===== src/rtl/seg7_pkg.sv =====
// Shared types and constants for the 7-segment countdown sequencer.
package seg7_pkg;

    localparam int unsigned OP_W    = 3;
    localparam int unsigned DIGIT_W = 4;

    typedef enum logic [1:0] {
        ST_IDLE    = 2'd0,
        ST_SHOW_OP = 2'd1,
        ST_COUNT   = 2'd2
    } state_t;

    localparam logic [OP_W-1:0] OP_T = 3'd0;
    localparam logic [OP_W-1:0] OP_A = 3'd1;
    localparam logic [OP_W-1:0] OP_B = 3'd2;
    localparam logic [OP_W-1:0] OP_C = 3'd3;

    localparam logic DISP_OP  = 1'b0;
    localparam logic DISP_NUM = 1'b1;

    // Bits needed to count 0..n-1 (at least one bit).
    function automatic int unsigned cnt_width(input int unsigned n);
        return (n > 1) ? $clog2(n) : 1;
    endfunction

endpackage


===== src/rtl/seg7_countdown_ctrl_if.sv =====
// Request and display-drive signals between a requester and the countdown sequencer.
interface seg7_countdown_ctrl_if;
    import seg7_pkg::*;

    logic               i_start;
    logic               i_cancel;
    logic [OP_W-1:0]    i_op;
    logic [DIGIT_W-1:0] i_secs;
    logic               o_en;
    logic               o_disp_mode;
    logic [OP_W-1:0]    o_op_code;
    logic [DIGIT_W-1:0] o_digit_val;
    logic               o_busy;
    logic               o_done;

    modport master (
        output i_start, i_cancel, i_op, i_secs,
        input  o_en, o_disp_mode, o_op_code, o_digit_val, o_busy, o_done
    );

    modport slave (
        input  i_start, i_cancel, i_op, i_secs,
        output o_en, o_disp_mode, o_op_code, o_digit_val, o_busy, o_done
    );

endinterface


===== src/rtl/ms_tick_gen.sv =====
// Millisecond prescaler: counts 0..P-1 and flags the wrap cycle; clr restarts the phase.
module ms_tick_gen #(
    parameter int unsigned CLK_HZ = 100_000_000
) (
    input  logic clk,
    input  logic rst_n,
    input  logic clr,
    output logic tick
);
    import seg7_pkg::*;

    localparam int unsigned P     = (CLK_HZ / 1000 > 0) ? CLK_HZ / 1000 : 1;
    localparam int unsigned CNT_W = cnt_width(P);

    logic [CNT_W-1:0] cnt_q;

    // Decode of the registered count, so the tick lines up with the wrap cycle.
    assign tick = (cnt_q == CNT_W'(P - 1));

    always_ff @(posedge clk or negedge rst_n) begin
        if (!rst_n) begin
            cnt_q <= '0;
        end else if (clr || tick) begin
            cnt_q <= '0;
        end else begin
            cnt_q <= cnt_q + CNT_W'(1);
        end
    end

endmodule


===== src/rtl/seg7_countdown_ctrl.sv =====
// Sequencer for the 7-segment driver: op code hold, seconds countdown, done pulse.
// Optional digit blinking near the end of the countdown is enabled by defining SEG7_BLINK_EN.
module seg7_countdown_ctrl
    import seg7_pkg::*;
#(
    parameter int unsigned CLK_HZ       = 100_000_000,
    parameter int unsigned OP_HOLD_MS   = 1000,
    parameter int unsigned SEC_MS       = 1000,
    parameter int unsigned BLINK_MS     = 250,
    parameter int unsigned BLINK_THRESH = 3
) (
    input  logic                  clk,
    input  logic                  rst_n,
    seg7_countdown_ctrl_if.slave  bus
);

    localparam int unsigned MS_MAX_OS = (OP_HOLD_MS > SEC_MS) ? OP_HOLD_MS : SEC_MS;
    localparam int unsigned MS_MAX    = (MS_MAX_OS > BLINK_MS) ? MS_MAX_OS : BLINK_MS;
    localparam int unsigned MS_W      = cnt_width(MS_MAX);

`ifdef SEG7_BLINK_EN
    localparam bit BLINK_EN = 1'b1;
`else
    localparam bit BLINK_EN = 1'b0;
`endif

    state_t             state_q, state_n;
    logic [MS_W-1:0]    ms_q, ms_n;
    logic [MS_W-1:0]    blink_q, blink_n;
    logic [DIGIT_W-1:0] secs_q, secs_n;
    logic [DIGIT_W-1:0] digit_q, digit_n;
    logic [OP_W-1:0]    op_q, op_n;
    logic               en_q, en_n;
    logic               mode_q, mode_n;
    logic               busy_q, busy_n;
    logic               done_q, done_n;
    logic               clr_c;
    logic               tick_c;

    ms_tick_gen #(.CLK_HZ(CLK_HZ)) u_ms_tick (
        .clk   (clk),
        .rst_n (rst_n),
        .clr   (clr_c),
        .tick  (tick_c)
    );

    // State and all output registers.
    always_ff @(posedge clk or negedge rst_n) begin
        if (!rst_n) begin
            state_q <= ST_IDLE;
            ms_q    <= '0;
            blink_q <= '0;
            secs_q  <= '0;
            digit_q <= '0;
            op_q    <= OP_T;
            en_q    <= 1'b0;
            mode_q  <= DISP_OP;
            busy_q  <= 1'b0;
            done_q  <= 1'b0;
        end else begin
            state_q <= state_n;
            ms_q    <= ms_n;
            blink_q <= blink_n;
            secs_q  <= secs_n;
            digit_q <= digit_n;
            op_q    <= op_n;
            en_q    <= en_n;
            mode_q  <= mode_n;
            busy_q  <= busy_n;
            done_q  <= done_n;
        end
    end

    // Next-state and next-output logic; cancel overrides everything.
    always_comb begin
        state_n = state_q;
        ms_n    = ms_q;
        blink_n = blink_q;
        secs_n  = secs_q;
        digit_n = digit_q;
        op_n    = op_q;
        en_n    = en_q;
        mode_n  = mode_q;
        busy_n  = busy_q;
        done_n  = 1'b0;
        clr_c   = 1'b0;

        if (bus.i_cancel) begin
            state_n = ST_IDLE;
            en_n    = 1'b0;
            busy_n  = 1'b0;
            ms_n    = '0;
            blink_n = '0;
            clr_c   = 1'b1;
        end else begin
            case (state_q)
                ST_IDLE: begin
                    if (bus.i_start) begin
                        state_n = ST_SHOW_OP;
                        op_n    = bus.i_op;
                        secs_n  = bus.i_secs;
                        en_n    = 1'b1;
                        mode_n  = DISP_OP;
                        busy_n  = 1'b1;
                        ms_n    = '0;
                        clr_c   = 1'b1;
                    end
                end
                ST_SHOW_OP: begin
                    if (tick_c) begin
                        if (ms_q == MS_W'(OP_HOLD_MS - 1)) begin
                            state_n = ST_COUNT;
                            mode_n  = DISP_NUM;
                            digit_n = secs_q;
                            en_n    = 1'b1;
                            ms_n    = '0;
                            blink_n = '0;
                            clr_c   = 1'b1;
                        end else begin
                            ms_n = ms_q + MS_W'(1);
                        end
                    end
                end
                ST_COUNT: begin
                    if (tick_c) begin
                        if (ms_q == MS_W'(SEC_MS - 1)) begin
                            // Interval over: next digit (blink phase restarts) or finish.
                            ms_n    = '0;
                            blink_n = '0;
                            en_n    = 1'b1;
                            if (digit_q == '0) begin
                                state_n = ST_IDLE;
                                done_n  = 1'b1;
                                en_n    = 1'b0;
                                busy_n  = 1'b0;
                                clr_c   = 1'b1;
                            end else begin
                                digit_n = digit_q - DIGIT_W'(1);
                            end
                        end else begin
                            ms_n = ms_q + MS_W'(1);
                            if (BLINK_EN && (digit_q <= DIGIT_W'(BLINK_THRESH))) begin
                                if (blink_q == MS_W'(BLINK_MS - 1)) begin
                                    blink_n = '0;
                                    en_n    = ~en_q;
                                end else begin
                                    blink_n = blink_q + MS_W'(1);
                                end
                            end
                        end
                    end
                end
                default: begin
                    state_n = ST_IDLE;
                    en_n    = 1'b0;
                    busy_n  = 1'b0;
                end
            endcase
        end
    end

    assign bus.o_en        = en_q;
    assign bus.o_disp_mode = mode_q;
    assign bus.o_op_code   = op_q;
    assign bus.o_digit_val = digit_q;
    assign bus.o_busy      = busy_q;
    assign bus.o_done      = done_q;

endmodule

===== src/flat_wrapper.sv =====
// flat-port wrapper written by rule: the top's interface ports become plain ports
module seg7_countdown_ctrl_flat import seg7_pkg::*;
#(
    parameter int unsigned CLK_HZ       = 100_000_000,
    parameter int unsigned OP_HOLD_MS   = 1000,
    parameter int unsigned SEC_MS       = 1000,
    parameter int unsigned BLINK_MS     = 250,
    parameter int unsigned BLINK_THRESH = 3
)
  (clk, rst_n, bus_i_start, bus_i_cancel, bus_i_op, bus_i_secs, bus_o_en, bus_o_disp_mode, bus_o_op_code, bus_o_digit_val, bus_o_busy, bus_o_done);
  seg7_countdown_ctrl_if bus_i ();
  input  logic clk;
  input  logic rst_n;
  input wire logic [$bits(bus_i.i_start)-1:0] bus_i_start;
  input wire logic [$bits(bus_i.i_cancel)-1:0] bus_i_cancel;
  input wire logic [$bits(bus_i.i_op)-1:0] bus_i_op;
  input wire logic [$bits(bus_i.i_secs)-1:0] bus_i_secs;
  output wire logic [$bits(bus_i.o_en)-1:0] bus_o_en;
  output wire logic [$bits(bus_i.o_disp_mode)-1:0] bus_o_disp_mode;
  output wire logic [$bits(bus_i.o_op_code)-1:0] bus_o_op_code;
  output wire logic [$bits(bus_i.o_digit_val)-1:0] bus_o_digit_val;
  output wire logic [$bits(bus_i.o_busy)-1:0] bus_o_busy;
  output wire logic [$bits(bus_i.o_done)-1:0] bus_o_done;
  assign bus_i.i_start = bus_i_start;
  assign bus_i.i_cancel = bus_i_cancel;
  assign bus_i.i_op = bus_i_op;
  assign bus_i.i_secs = bus_i_secs;
  assign bus_o_en = bus_i.o_en;
  assign bus_o_disp_mode = bus_i.o_disp_mode;
  assign bus_o_op_code = bus_i.o_op_code;
  assign bus_o_digit_val = bus_i.o_digit_val;
  assign bus_o_busy = bus_i.o_busy;
  assign bus_o_done = bus_i.o_done;
  seg7_countdown_ctrl #(.CLK_HZ(CLK_HZ), .OP_HOLD_MS(OP_HOLD_MS), .SEC_MS(SEC_MS), .BLINK_MS(BLINK_MS), .BLINK_THRESH(BLINK_THRESH)) u_core (.clk(clk), .rst_n(rst_n), .bus(bus_i));
endmodule

===== config.mk =====
export PLATFORM = sky130hd
export DESIGN_NAME = seg7_countdown_ctrl_flat
export DESIGN_NICKNAME = d
export VERILOG_FILES = /design/src/rtl/seg7_pkg.sv /design/src/rtl/seg7_countdown_ctrl_if.sv /design/src/rtl/ms_tick_gen.sv /design/src/rtl/seg7_countdown_ctrl.sv /design/src/flat_wrapper.sv
export SDC_FILE = /design/constraint.sdc
export NUM_CORES = 1
export LEC_CHECK = 0
export ABC_AREA = 1
export BUFFER_PORTS_ARGS = -buffer_cell sky130_fd_sc_hd__buf_2
export CAP_MARGIN = 20
export CELL_PAD_IN_SITES_DETAIL_PLACEMENT = 1
export CELL_PAD_IN_SITES_GLOBAL_PLACEMENT = 1
export CORE_ASPECT_RATIO = 0.6
export CORE_UTILIZATION = 45
export DETAILED_ROUTE_END_ITERATION = 12
export MAX_ROUTING_LAYER = met4
export PLACE_DENSITY_LB_ADDON = 0.1
export RECOVER_POWER = 25
export SKIP_LAST_GASP = 1
export SYNTH_ARGS = -nofsm -noshare
export SYNTH_HDL_FRONTEND = slang
export SYNTH_SLANG_ARGS = --single-unit

===== constraint.sdc =====
create_clock -name clk -period 2.05 [get_ports clk]
set_input_delay 0.41 -clock clk [delete_from_list [all_inputs] [get_ports clk]]
set_output_delay 0.41 -clock clk [all_outputs]
set_load 0.02 [all_outputs]

## Yosys cells after proc, flatten, opt, wreduce, memory -nomap -nowiden

Index checks and enable logic that the tools add are counted.
W data, S select, Z words.

| storage, ports and cells | value |
|---|---|
| flip-flop bits (word level) | 44 |
| bits of input ports | 11 |
| logic and storage cells | 91 |

| cells by class | value |
|---|---|
| add/sub/neg operators | 3 |
| equal/unequal tests | 18 |
| mux-type cells | 45 |
| bitwise operators | 1 |
| reduce and logical (&&, ||, !) cells | 14 |

Operator list:

| cell | number |
|---|---|
| $mux W10 | 4 |
| $mux W1 | 21 |
| $mux W4 | 5 |
| $pmux W10 S2 | 1 |
| $add A17 B1 Y17 const B | 1 |
| $eq A17 B17 Y1 const B | 1 |
| $mux W17 | 1 |
| $reduce_and A5 Y1 | 3 |
| $mux W2 | 7 |
| $add A10 B1 Y10 const B | 1 |
| $eq A10 B10 Y1 const B | 1 |
| $ne A2 B2 Y1 const B | 5 |
| $ne A3 B2 Y1 const B | 3 |
| $ne A3 B3 Y1 const B | 3 |
| $pmux W1 S3 | 3 |
| $pmux W4 S2 | 1 |
| $reduce_and A7 Y1 | 1 |
| $pmux W2 S3 | 1 |
| $reduce_and A3 Y1 | 2 |
| $reduce_and A6 Y1 | 1 |
| $logic_not A4 Y1 | 1 |
| $ne A2 B1 Y1 const B | 2 |
| $reduce_bool A2 Y1 | 2 |
| $sub A4 B1 Y4 const B | 1 |
| 9 further kinds | 9 |

## Longest topological paths before layout

Gate-level depths: netlist (run 1).

| logic depth | value |
|---|---|
| depth after elaboration | 8 |
| mapped depth | 12 |
| gate-level depth less buffers | 11 |

## Modules after synthesis

From an unflattened synthesis (run 1), not the netlist that was laid out.

| second synthesis, totals | value |
|---|---|
| cells, all modules | 353 |
| area, all modules | 2,697.6 sq um |

Modules (own cells, without submodules):

| module | times used | cells each | area each (sq um) | sequential area each (sq um) |
|---|---|---|---|---|
| seg7_countdown_ctrl | 1 | 224 | 1,714.1 | 675.6 |
| ms_tick_gen | 1 | 129 | 983.4 | 425.4 |

## Least setup slack after synthesis (run 1)

OpenSTA, ideal clock, no wires.

| path | value |
|---|---|
| path kind | reg-to-reg |
| from | register u_core.state_q[0] |
| to | register u_core.u_ms_tick.cnt_q[7] |
| arrival time | 1.436 ns |
| required time | 1.930 ns |
| setup slack | 0.494 ns |
| cell stages (with the launch flop) | 11 |
| period minus slack after synthesis | 1.556 ns |
| cells stage by stage | dfrtp_1 inv_1 ha_1 nand4_1 nand2_1 nand4_1 nand2_1 nand2_1 nand2_4 buf_6 nor2_1 |

| on the way | value |
|---|---|
| longest elaborated chain between the ends | 5 |

Ends and longest elaborated chain:

| what | line | text |
|---|---|---|
| start, declared | seg7_countdown_ctrl.sv:27 | `state_t state_q, state_n;` |
| start signal, assigned | seg7_countdown_ctrl.sv:61 | `state_q <= state_n;` |
| $eq A2 B2 Y1, or another cell as far along | seg7_countdown_ctrl.sv:96 | `case (state_q)` |
| $pmux W1 S3 * | seg7_countdown_ctrl.sv:96 |  |
| $mux W1 * | seg7_countdown_ctrl.sv:88 | `if (bus.i_cancel) begin` |
| $logic_or A1 B1 Y1 * | ms_tick_gen.sv:23 | `end else if (clr \|\| tick) begin` |
| $mux W17 * | ms_tick_gen.sv:23 |  |
| end signal, assigned | ms_tick_gen.sv:26 | `cnt_q <= cnt_q + CNT_W'(1);` |
| end, declared | ms_tick_gen.sv:15 | `logic [CNT_W-1:0] cnt_q;` |

Mark *: on every way between the ends. The rest lies on a longest branch, timed or not.
A chain may end at the register's enable or synchronous reset.

## Worst setup path after layout (run 1)

| path | value |
|---|---|
| from | register u_core.state_q[0] |
| to | register u_core.ms_q[6] |

| on the way | value |
|---|---|
| longest elaborated chain between the ends | 4 |

Ends and longest elaborated chain:

| what | line | text |
|---|---|---|
| $eq A2 B1 Y1 / $eq A2 B2 Y1 (equally long branches) | seg7_countdown_ctrl.sv:96 |  |
| $reduce_or A2 Y1 (no line) | -- |  |
| $ne A3 B1 Y1 (no line), or another cell as far along | -- |  |
| $reduce_and A3 Y1 (no line) / $mux W10 (equally long branches) | -- |  |
| end signal, assigned | seg7_countdown_ctrl.sv:62 | `ms_q <= ms_n;` |
| end, declared | seg7_countdown_ctrl.sv:28 | `logic [MS_W-1:0] ms_q, ms_n;` |

Parallel ways exist; a longest one is shown, timed or not.

==> results of run 1 <==
## worst register-to-register path, delay by kind of cell (launching register included)
kind | cells | cell delay [ns]
compound gates | 1 | 0.08
fa+ha+maj | 1 | 0.26
buf+inv | 5 | 0.53
flops | 1 | 0.42
simple gates | 4 | 0.45
## layout by cell type, fill, tap and decap left out, types with 7 or more instances in the layout
master	instances
sky130_fd_sc_hd__ha_1	8
sky130_fd_sc_hd__nand2_1	84
sky130_fd_sc_hd__nand3_1	25
sky130_fd_sc_hd__o21ai_2	7
sky130_fd_sc_hd__nor2_1	53
sky130_fd_sc_hd__o21ai_0	9
sky130_fd_sc_hd__xor2_1	16
sky130_fd_sc_hd__buf_4	8
sky130_fd_sc_hd__nand4_1	10
sky130_fd_sc_hd__buf_2	20
sky130_fd_sc_hd__inv_1	38
sky130_fd_sc_hd__nor3_1	8
sky130_fd_sc_hd__dfrtp_1	44
## metal layers
metal  track usage  vias up  wire length, µm
li1              -     1172                -
met1         0.378     1142             3750
met2         0.341       35             2920
met3        0.0459        8              254
met4        0.0810        0               67
met5             -        -                0
## cell type report
type,count,share of cell area
clock buffer,6,0.0267
inverter,43,0.0522
timing repair buffer,29,0.0531
multi-input combinational,257,0.467
tap,80,0.0324
sequential,44,0.356
clock inverter,2,0.0126
## cells by family (layout without fill, tap and decap cells)
group	after synthesis	in the layout	synth area share
and+or+nand+nor	201	201	0.333
buffers and inverters	49	80	0.0809
DFF	44	44	0.400
AOI/OAI and AO/OA	24	24	0.0664
xor gates and xnor gates	17	17	0.0541
adders and majority gates	9	9	0.0409
muxes	6	6	0.0245
## report_power, final
group	leakage, nW	internal, mW	switching [mW]
Clock	0.0614	0.399	0.328
Combinational	0.786	0.521	0.900
Sequential	0.586	1.03	0.133
## flip-flops by register name (all words and copies together) (netlist names)
| register | cells |
|---|---|
| u_core.bus.o_disp_mode | 1 |
| u_core.ms_q | 10 |
| u_core.bus.o_op_code | 3 |
| u_core.bus.o_busy | 1 |
| u_core.bus.o_digit_val | 4 |
| u_core.bus.o_done | 1 |
| u_core.state_q | 2 |
| u_core.bus.o_en | 1 |
| u_core.u_ms_tick.cnt_q | 17 |
| u_core.secs_q | 4 |
## timing repair
item,in CTS,in global routing
endpoints found under the setup margin,0,6
setup buffers,0,5
resized for setup,0,3
## worst paths after layout
kind / endpoint / from
max in group asynchronous: u_core.secs_q[1] / rst_n
worst min-delay path: u_core.secs_q[3] / bus_i_secs[3]
worst max register to register: u_core.ms_q[6] / u_core.state_q[0]
worst min register to register: u_core.u_ms_tick.cnt_q[0] / u_core.u_ms_tick.cnt_q[0]
min in group asynchronous: u_core.u_ms_tick.cnt_q[11] / rst_n
worst max-delay path: u_core.ms_q[6] / u_core.state_q[0]
==> results by group, run 1 <==
Die
  – Total I/O pin count: 22
  – Die width: 103 µm
  – Core ar.: 0.00573 mm²
  – Starting Density: 0.481
  – Number of placement rows: 21
  – Overall die height: 62.6 µm
  – Floorplan die area: 0.00644 mm²

STA
  – Number of setup violations in the final report: 0
  – Max Clk Rate: 534 MHz
  – Smallest setup slack after layout: 0.179 ns
  – Setup skew after layout: 0.00377 ns
  – Final number of hold-violating endpoints: 0
  – Total negative slack: 0 ns
  – Final Slew Violations: 28
  – Transition at the pin with the smallest max-transition slack: 1.56 ns
  – Worst-case hold slack: 0.327 ns
  – RSZ-0062 raised after global routing: no
  – Time the final worst path needs with I/O delays and setup: 1.87 ns
  – Slew HR: -0.0407
  – Final period util: 0.913

Clocking
  – TritonCTS clock tree: done
  – CTS Root Buffer Type: sky130_fd_sc_hd__clkbuf_8
  – Number of buffers on the longest clock path: 2
  – Number of clock sinks seen by CTS: 44
  – CTS Hold Buffers Added: 0
  – Clk Latency, worst-skew pair: 0.31 ns
  – Clock buffers created by TritonCTS: 5
  – Count of H-tree levels built during CTS: 2
  – Clock-pin slew on the worst setup and hold paths: 0.09 ns

Setup path
  – Crit-path most repeated cell: sky130_fd_sc_hd__inv_1
  – FF-to-FF path depth: 11
  – Reg2Reg Setup Slack: 0.18 ns
  – Critical path startpoint category: flip-flop
  – Cell family with most CP delay: buffers and inverters
  – Number of cells on the critical path: 11
  – Crit path required time: 2.24 ns
  – Largest fanout of any net on the critical path: 9
  – Number of buffer and inverter instances along the worst setup path: 5
  – Data arrival time at the worst-slack endpoint: 2.06 ns
  – Crit-path slowest cell: sky130_fd_sc_hd__dfrtp_1
  – Ordered cell list for the critical path: inv_1 > ha_1 > inv_1 > nor2_1 > inv_1 > nor2_1 > inv_1 > nand3b_4 > inv_1 > nand2_1 > o21ai_0
  – Crit path kind: reg -> reg
  – Largest stage delay, worst path: 0.42 ns
  – Kind of end point of the critical path: flip-flop

Logic synthesis
  – Number of warnings printed during yosys synthesis: 0
  – Area fraction of the dominant cell type after synthesis: 0.400
  – Cells after synthesis: 350
  – Synthesized net count: 370
  – Most numerous cell types in the synthesized netlist: sky130_fd_sc_hd__nand2_1, sky130_fd_sc_hd__nor2_1, sky130_fd_sc_hd__dfrtp_1
  – Number of synthesized flops with an enable pin: 0
  – Area of the mapped netlist: 0.00275 mm²
  – Part of the Yosys area used for sequential elements: 0.400
  – Area contributors post-synth: sky130_fd_sc_hd__dfrtp_1, sky130_fd_sc_hd__nand2_1, sky130_fd_sc_hd__nor2_1
  – Library cell occupying the most area in the post-synthesis netlist: sky130_fd_sc_hd__dfrtp_1
  – Distinct cell type count of the synthesized netlist: 33
  – Async set or reset register ratio after synthesis: 1.00
  – Primary flip-flop cell chosen by synthesis mapping: sky130_fd_sc_hd__dfrtp_1
  – Most numerous cell in the Yosys netlist: sky130_fd_sc_hd__nand2_1
  – Flip-flop and latch count after synthesis: 44
  – Mean Syn Cell Area: 7.86 µm²

Global routing
  – Largest net degree at the start of global routing: 28
  – Aggregate global routing overflow: 0
  – Total global routing track utilization: 0.253
  – Via count of the first global-routing pass: 2399
  – Wire length of the first global-routing pass: 11900 µm
  – Number of antenna violations at the first check in global routing: 0

Placed design
  – Number of buffers inserted by port buffering: 21
  – Area of placed instances: 0.00292 mm²
  – Gp weighted congestion: 0.865
  – Cell total after placement: 448
  – Sum of net half-perimeters after detailed placement: 5380 µm
  – Placement Setup Slack: 0.0240 ns

Routing
  – Detailed-route DRC error count: 0
  – Average detailed-routed wire length per instance: 15.2 µm
  – Iteration-0 DRC Markers: 148
  – Vias per cell: 5.11
  – ANT nets after route: 0
  – Vias post-DR: 2357
  – Initial DRT Pass Iterations: 4
  – Routed WL: 6990 µm

Status
  – Failing checks: max-capacitance violations, max-slew violations
  – Run status: finished, violations left

Finish
  – Fill cells: 750
  – N_diodes: 0
  – Growth of design area from synthesis to finish: 12.2%
  – Non-Filler Cell Area, Final: 0.00309 mm²
  – Combined area of the multi-input logic cells: 0.00144 mm²
  – Sequential Area: 0.00110 mm²
  – Cell Count, Final, Fillers Out: 461
  – Util after Layout: 0.539
  – # nets final: 400
  – Fraction of layout cells with a size suffix above 1: 0.189

Job
  – Number of max-cap violations: 1

Worst hold path
  – Hold Path Stages: 2
  – Path category of the worst min-delay check: in -> reg

Power and ir drop
  – PD cells: 1070 mW/mm²
  – LEAKAGE: 1.43 nW
  – Overall power of the completed layout: 3.31 mW
  – Highest ir drop seen on vdd: 475 µV
Power figures use the tool's default switching activity.
==> run 2, diff against run 1 <==
Settings changed: CORE_ASPECT_RATIO 0.6 to 1.25.
==> run 2 against run 1 <==
Net effect: the run now ends clean; critical path type unchanged; sequential share of layout area rose by 0.29 points; register-to-register slack improved by 0.06 ns; highest routed layer unchanged; routed wire length fell by 4.3%.
==> results by group, run 2 (synthesis results as in run 1) <==
Clocking
  – Count of H-tree levels built during CTS: 2 (unchanged)
  – Number of buffers on the longest clock path: 2 (unchanged)
  – Clock buffers created by TritonCTS: 5 (unchanged)
  – CTS Root Buffer Type: sky130_fd_sc_hd__clkbuf_8
  – TritonCTS clock tree: done
  – Number of clock sinks seen by CTS: 44 (unchanged)
  – Clk Latency, worst-skew pair: 0.30 ns (about the same)
  – CTS Hold Buffers Added: 0 (unchanged)
  – Clock-pin slew on the worst setup and hold paths: 0.09 ns (about the same)

Setup path
  – Largest fanout of any net on the critical path: 7 (-2)
  – Kind of end point of the critical path: flip-flop
  – Critical path startpoint category: flip-flop
  – Data arrival time at the worst-slack endpoint: 2.04 ns (-0.02 ns)
  – Setup crit start: u_core.state_q[0]
  – Crit path required time: 2.28 ns (+0.04 ns)
  – FF-to-FF path depth: 11 (unchanged)
  – Crit path kind: reg -> reg
  – Reg2Reg Setup Slack: 0.24 ns (+0.06 ns)
  – Worst flop-to-flop path endpoint: u_core.ms_q[0]
  – Reg-to-reg startpoint: u_core.state_q[0]

Routing
  – Routed WL: 6690 µm (-4.3%)
  – Wire length on met3: 120 µm (-53%)
  – Initial DRT Pass Iterations: 4 (unchanged)
  – Iteration-0 DRC Markers: 71 (-52%)
  – Vias per cell: 5.12 (+0.12%)
  – Routed length on met1: 2750 µm (-27%)
  – Average detailed-routed wire length per instance: 14.5 µm (-4.5%)
  – ANT nets after route: 0 (unchanged)
  – Metal2 WL: 3680 µm (+26%)
  – Topmost layer with routed signal wires: met4
  – Detailed-route DRC error count: 0 (unchanged)
  – Vias post-DR: 2365 (+0.34%)

STA
  – Final period util: 0.885 (-0.0278)
  – Time the final worst path needs with I/O delays and setup: 1.81 ns (-0.0570 ns)
  – Setup skew after layout: 0.0102 ns (+0.00642 ns)
  – RSZ-0062 raised after global routing: no
  – Smallest setup slack after layout: 0.236 ns (+0.0570 ns)
  – Total negative slack: 0 ns (unchanged)
  – Final number of hold-violating endpoints: 0 (unchanged)
  – Transition at the pin with the smallest max-transition slack: 0.844 ns (-0.717 ns)
  – Max Clk Rate: 551 MHz (+3.1%)
  – Slew HR: 0.437 (+0.478)
  – Final Slew Violations: 0 (-100%)
  – Number of setup violations in the final report: 0 (unchanged)
  – Worst-case hold slack: 0.180 ns (-0.147 ns)

Finish
  – Flip-flop count of the largest register, all copies and words added: 17 (unchanged)
  – Cell Count, Final, Fillers Out: 462 (+0.22%)
  – Growth of design area from synthesis to finish: 11.3%
  – Largest registers: u_core.u_ms_tick.cnt_q (17), u_core.ms_q (10)
  – Most frequent standard cell in the layout excluding fill and tap cells: sky130_fd_sc_hd__nand2_1
  – Util after Layout: 0.523 (-0.0161)
  – Non-Filler Cell Area, Final: 0.00306 mm² (-0.81%)
  – Top register by number of flip-flops: u_core.u_ms_tick.cnt_q
  – # nets final: 399 (-0.25%)
  – Fraction of layout cells with a size suffix above 1: 0.182 (-0.00740)
  – Commonest non-fill, non-tap cells in the layout: sky130_fd_sc_hd__nand2_1, sky130_fd_sc_hd__nor2_1, sky130_fd_sc_hd__dfrtp_1
  – N_diodes: 0 (unchanged)

Placed design
  – Gp weighted congestion: 0.845 (-2.3%)
  – Sum of net half-perimeters after detailed placement: 5130 µm (-4.7%)
  – Number of buffers inserted by port buffering: 21 (unchanged)
  – Area of placed instances: 0.00292 mm² (about the same)
  – Cell total after placement: 450 (+0.45%)
  – Placement Setup Slack: 0.132 ns (+0.108 ns)

Job
  – Number of max-cap violations: 0 (-1)

Die
  – Core ar.: 0.00586 mm² (+2.3%)
  – Die width: 72.0 µm (-30%)
  – Number of placement rows: 31 (+48%)
  – Starting Density: 0.470 (-0.0106)
  – Floorplan die area: 0.00644 mm² (-0.12%)
  – Overall die height: 89.4 µm (+43%)
  – Total I/O pin count: 22 (unchanged)

Power and ir drop
  – LEAKAGE: 1.41 nW (-1.6%)
  – Highest ir drop seen on vdd: 660 µV (+39%)
  – PD cells: 1040 mW/mm² (-2.8%)
  – Overall power of the completed layout: 3.19 mW (-3.6%)

Status
  – Run status: completed

Global routing
  – Number of antenna violations at the first check in global routing: 0 (unchanged)
  – Aggregate global routing overflow: 0 (unchanged)
  – Total global routing track utilization: 0.231 (-0.0210)
  – Wire length of the first global-routing pass: 11100 µm (-6.7%)
  – Largest net degree at the start of global routing: 18 (-36%)
  – Via count of the first global-routing pass: 2503 (+4.3%)

Worst hold path
  – Path category of the worst min-delay check: in -> async
## run 2: critical path: stages, from the launching register on
cell                       delay, ns
sky130_fd_sc_hd__dfrtp_1        0.43
sky130_fd_sc_hd__inv_1          0.13
sky130_fd_sc_hd__ha_1           0.23
sky130_fd_sc_hd__inv_1          0.08
sky130_fd_sc_hd__nor2_1         0.10
sky130_fd_sc_hd__inv_1          0.08
sky130_fd_sc_hd__nor2_1         0.14
sky130_fd_sc_hd__inv_1          0.13
sky130_fd_sc_hd__nand3b_4       0.13
sky130_fd_sc_hd__buf_4          0.17
sky130_fd_sc_hd__nand2_1        0.07
sky130_fd_sc_hd__o21ai_2        0.06
## run 2: area by class of cell
class,count,area [µm²]
Fill cell,767,2790
Sequential cell,44,1100
Timing Repair Buffer,28,153
Tap cell,82,103
Multi-Input combinational cell,257,1430
Clock inverter,3,46.3
Inverter,43,161
Clock buffer,5,68.8
## run 2: how the worst max path moves through the flow
stage	cells after the start	to	slack [ns]
global placement	9	u_core.ms_q[6]	0.27
detailed placement	11	u_core.ms_q[6]	0.13
CTS	11	u_core.ms_q[6]	0.12
global route	11	u_core.ms_q[0]	0.05
finish	11	u_core.ms_q[0]	0.24
floorplan	10	u_core.u_ms_tick.cnt_q[7]	0.49
## run 2: layer usage
layer | up-vias | global-route usage
met5 | - | -
met4 | 0 | 0.0802
met3 | 13 | 0.0271
met2 | 30 | 0.443
met1 | 1154 | 0.246
li1 | 1168 | -
## run 2: power breakdown
| part | total (mW) | switching, mW | internal (mW) |
|---|---|---|---|
| logic | 1.36 | 0.866 | 0.492 |
| clock network | 0.691 | 0.324 | 0.367 |
| registers | 1.14 | 0.113 | 1.03 |
| total | 3.19 | 1.30 | 1.89 |
## run 2: repair_timing
| item | in CTS | in global routing |
|---|---|---|
| endpoints found under the setup margin | 0 | 4 |
| resized for setup | 0 | 1 |
| endpoints found under the hold margin | 0 | 0 |
| buffers inserted | 0 | 4 |
==> run 3, diff against run 2 <==
Settings changed: CORE_MARGIN set to 3.
==> run 3 against run 2 <==
Net effect: routed wire length decreased by 1.1%; highest routed layer unchanged; utilization rose by 0.32 points; sequential share of layout area is 0.22 points lower; sequential power about the same; design area grew 0.61%.
==> results by group, run 3 (synthesis results as in run 1) <==
Routing
  – Iteration-0 DRC Markers: 58 (-18%)
  – Detailed-route DRC error count: 0 (unchanged)
  – ANT nets after route: 0 (unchanged)
  – Average detailed-routed wire length per instance: 14.3 µm (-1.3%)
  – Vias post-DR: 2358 (-0.30%)
  – Initial DRT Pass Iterations: 4 (unchanged)
  – Vias per cell: 5.09 (-0.51%)
  – Routed WL: 6610 µm (-1.1%)

STA
  – Max Clk Rate: 552 MHz (+0.19%)
  – Final period util: 0.883 (-0.00164)
  – Transition at the pin with the smallest max-transition slack: 0.869 ns (+0.0246 ns)
  – Slew HR: 0.421 (-0.0164)
  – Worst-case hold slack: 0.184 ns (+0.00428 ns)
  – Total negative slack: 0 ns (unchanged)
  – Setup skew after layout: 0.0123 ns (+0.00211 ns)
  – Time the final worst path needs with I/O delays and setup: 1.81 ns (-0.00337 ns)
  – RSZ-0062 raised after global routing: no
  – Final number of hold-violating endpoints: 0 (unchanged)
  – Number of setup violations in the final report: 0 (unchanged)
  – Final Slew Violations: 0 (unchanged)

Finish
  – Largest registers: u_core.u_ms_tick.cnt_q (17), u_core.ms_q (10)
  – Non-Filler Cell Area, Final: 0.00308 mm² (+0.61%)
  – Growth of design area from synthesis to finish: 12.0%
  – Top register by number of flip-flops: u_core.u_ms_tick.cnt_q
  – Fraction of layout cells with a size suffix above 1: 0.181 (-0.000477)
  – Commonest non-fill, non-tap cells in the layout: sky130_fd_sc_hd__nand2_1, sky130_fd_sc_hd__nor2_1, sky130_fd_sc_hd__dfrtp_1
  – # nets final: 400 (+0.25%)
  – Fill cells: 729 (-5.0%)
  – Flip-flop count of the largest register, all copies and words added: 17 (unchanged)
  – Cell Count, Final, Fillers Out: 463 (+0.22%)
  – N_diodes: 0 (unchanged)
  – Most frequent standard cell in the layout excluding fill and tap cells: sky130_fd_sc_hd__nand2_1

Die
  – Die width: 76.0 µm (+5.6%)
  – Overall die height: 93.4 µm (+4.5%)
  – Starting Density: 0.470 (unchanged)
  – Core ar.: 0.00586 mm² (unchanged)
  – Floorplan die area: 0.00710 mm² (+10%)
  – Total I/O pin count: 22 (unchanged)
  – Number of placement rows: 31 (unchanged)

Worst hold path
  – Path category of the worst min-delay check: in -> async

Placed design
  – Gp weighted congestion: 0.825 (-2.4%)
  – Sum of net half-perimeters after detailed placement: 5140 µm (+0.19%)
  – Area of placed instances: 0.00292 mm² (unchanged)
  – Cell total after placement: 450 (unchanged)
  – Number of buffers inserted by port buffering: 21 (unchanged)

Setup path
  – Kind of end point of the critical path: flip-flop
  – Largest fanout of any net on the critical path: 8 (+1)
  – Critical path startpoint category: flip-flop
  – Crit path required time: 2.29 ns (about the same)
  – Crit path kind: reg -> reg
  – Data arrival time at the worst-slack endpoint: 2.05 ns (about the same)

Clocking
  – Clock-pin slew on the worst setup and hold paths: 0.10 ns (about the same)
  – Count of H-tree levels built during CTS: 2 (unchanged)
  – Number of clock sinks seen by CTS: 44 (unchanged)
  – Clk Latency, worst-skew pair: 0.30 ns (about the same)
  – CTS Root Buffer Type: sky130_fd_sc_hd__clkbuf_8
  – Clock buffers created by TritonCTS: 5 (unchanged)
  – CTS Hold Buffers Added: 0 (unchanged)
  – TritonCTS clock tree: done
  – Number of buffers on the longest clock path: 2 (unchanged)

Global routing
  – Via count of the first global-routing pass: 2488 (-0.60%)
  – Wire length of the first global-routing pass: 11300 µm (+1.6%)
  – Largest net degree at the start of global routing: 18 (unchanged)
  – Total global routing track utilization: 0.201 (-0.0306)
  – Aggregate global routing overflow: 0 (unchanged)
  – Number of antenna violations at the first check in global routing: 0 (unchanged)

Status
  – Run status: completed

Power and ir drop
  – Highest ir drop seen on vdd: 571 µV (-14%)
  – Combinational group share of total power: 0.436 (+0.011)
  – Internal power consumption: 1.94 mW (+2.7%)
  – Clock share of power: 0.214 (-0.002)
  – Switching portion of total power: 0.405 (-0.00248)
  – Part of the total power dissipated in sequential elements: 0.350 (-0.008)
  – PD cells: 1060 mW/mm² (+1.6%)
  – Power spent charging and discharging nets: 1.32 mW (+1.6%)
  – LEAKAGE: 1.43 nW (+1.0%)

Job
  – Number of max-cap violations: 0 (unchanged)
[run 3: cell types whose count changed in the layout (fill, tap and decap cells not counted), sizes merged]
| cell | before | now |
|---|---|---|
| clkinv | 1 | 3 |
| buf | 26 | 27 |
| clkinvlp | 1 | 0 |
| inv | 43 | 42 |
[run 3: per-stage QoR]
step                      worst slack (ns)   util  power [mW]
after global routing                0.0148  0.526        3.51
after global placement               0.268  0.499        2.37
final                                0.239  0.526        3.27
after floorplan                      0.494      -        2.11
after CTS                           0.0863  0.519        3.16
after detailed placement             0.112  0.499        2.45
[run 3: worst paths after layout]
check	cells after the start	end	slack [ns]	startpoint
max in group asynchronous	2	u_core.secs_q[0]	0.61	rst_n
min in group clk	2	u_core.bus.o_op_code[0]	0.34	bus_i_op[0]
worst max register to register	8	u_core.state_q[1]	0.24	u_core.state_q[0]
worst min register to register	1	u_core.u_ms_tick.cnt_q[0]	0.46	u_core.u_ms_tick.cnt_q[0]
worst max-delay path	8	u_core.state_q[1]	0.24	u_core.state_q[0]
worst min-delay path	1	u_core.u_ms_tick.cnt_q[16]	0.18	rst_n
[run 3: area by class of cell]
cell class              count  area, µm²  area share
clock buffers               5       68.8      0.0223
well taps                  82        103      0.0333
multi-input cells         257       1430       0.463
inverters                  43        161      0.0524
flip-flops and latches     44       1100       0.357
repair buffers             29        173      0.0560
clock inverters             3       47.5      0.0154
[run 3: what timing repair did]
action	CTS	global route
gates resized for setup	0	0
setup buffers	0	5
endpoints found under the hold margin	0	0
setup endpoints to repair	0	3
[run 3: worst max-delay path: stages (launching register included)]
cell and delay (ns):
sky130_fd_sc_hd__dfrtp_1 0.42, sky130_fd_sc_hd__inv_1 0.12, sky130_fd_sc_hd__ha_1 0.31, sky130_fd_sc_hd__inv_1 0.19
sky130_fd_sc_hd__nor2_1 0.27, sky130_fd_sc_hd__o22ai_2 0.18, sky130_fd_sc_hd__nand2_1 0.12, sky130_fd_sc_hd__nand2_1 0.06
sky130_fd_sc_hd__nand2_1 0.08
[run 3: power groups by stage]
stage / Combinational, mW / Clock, mW / Sequential [mW]
3_3_place_gp: 1.21 / 0 / 1.15
5_1_grt: 1.59 / 0.754 / 1.17
2_1_floorplan: 0.867 / 0 / 1.25
6_report: 1.43 / 0.698 / 1.14
4_1_cts: 1.29 / 0.719 / 1.15
3_5_place_dp: 1.28 / 0 / 1.16
[run 3: metal layers]
| metal | track usage | up-vias | share of wire | wire [µm] |
|---|---|---|---|---|
| li1 | - | 1169 | - | - |
| met1 | 0.223 | 1150 | 0.43 | 2810 |
| met2 | 0.376 | 29 | 0.54 | 3560 |
| met3 | 0.0260 | 10 | 0.019 | 123 |
| met4 | 0.0619 | 0 | 0.017 | 115 |
| met5 | - | - | 0 | 0 |
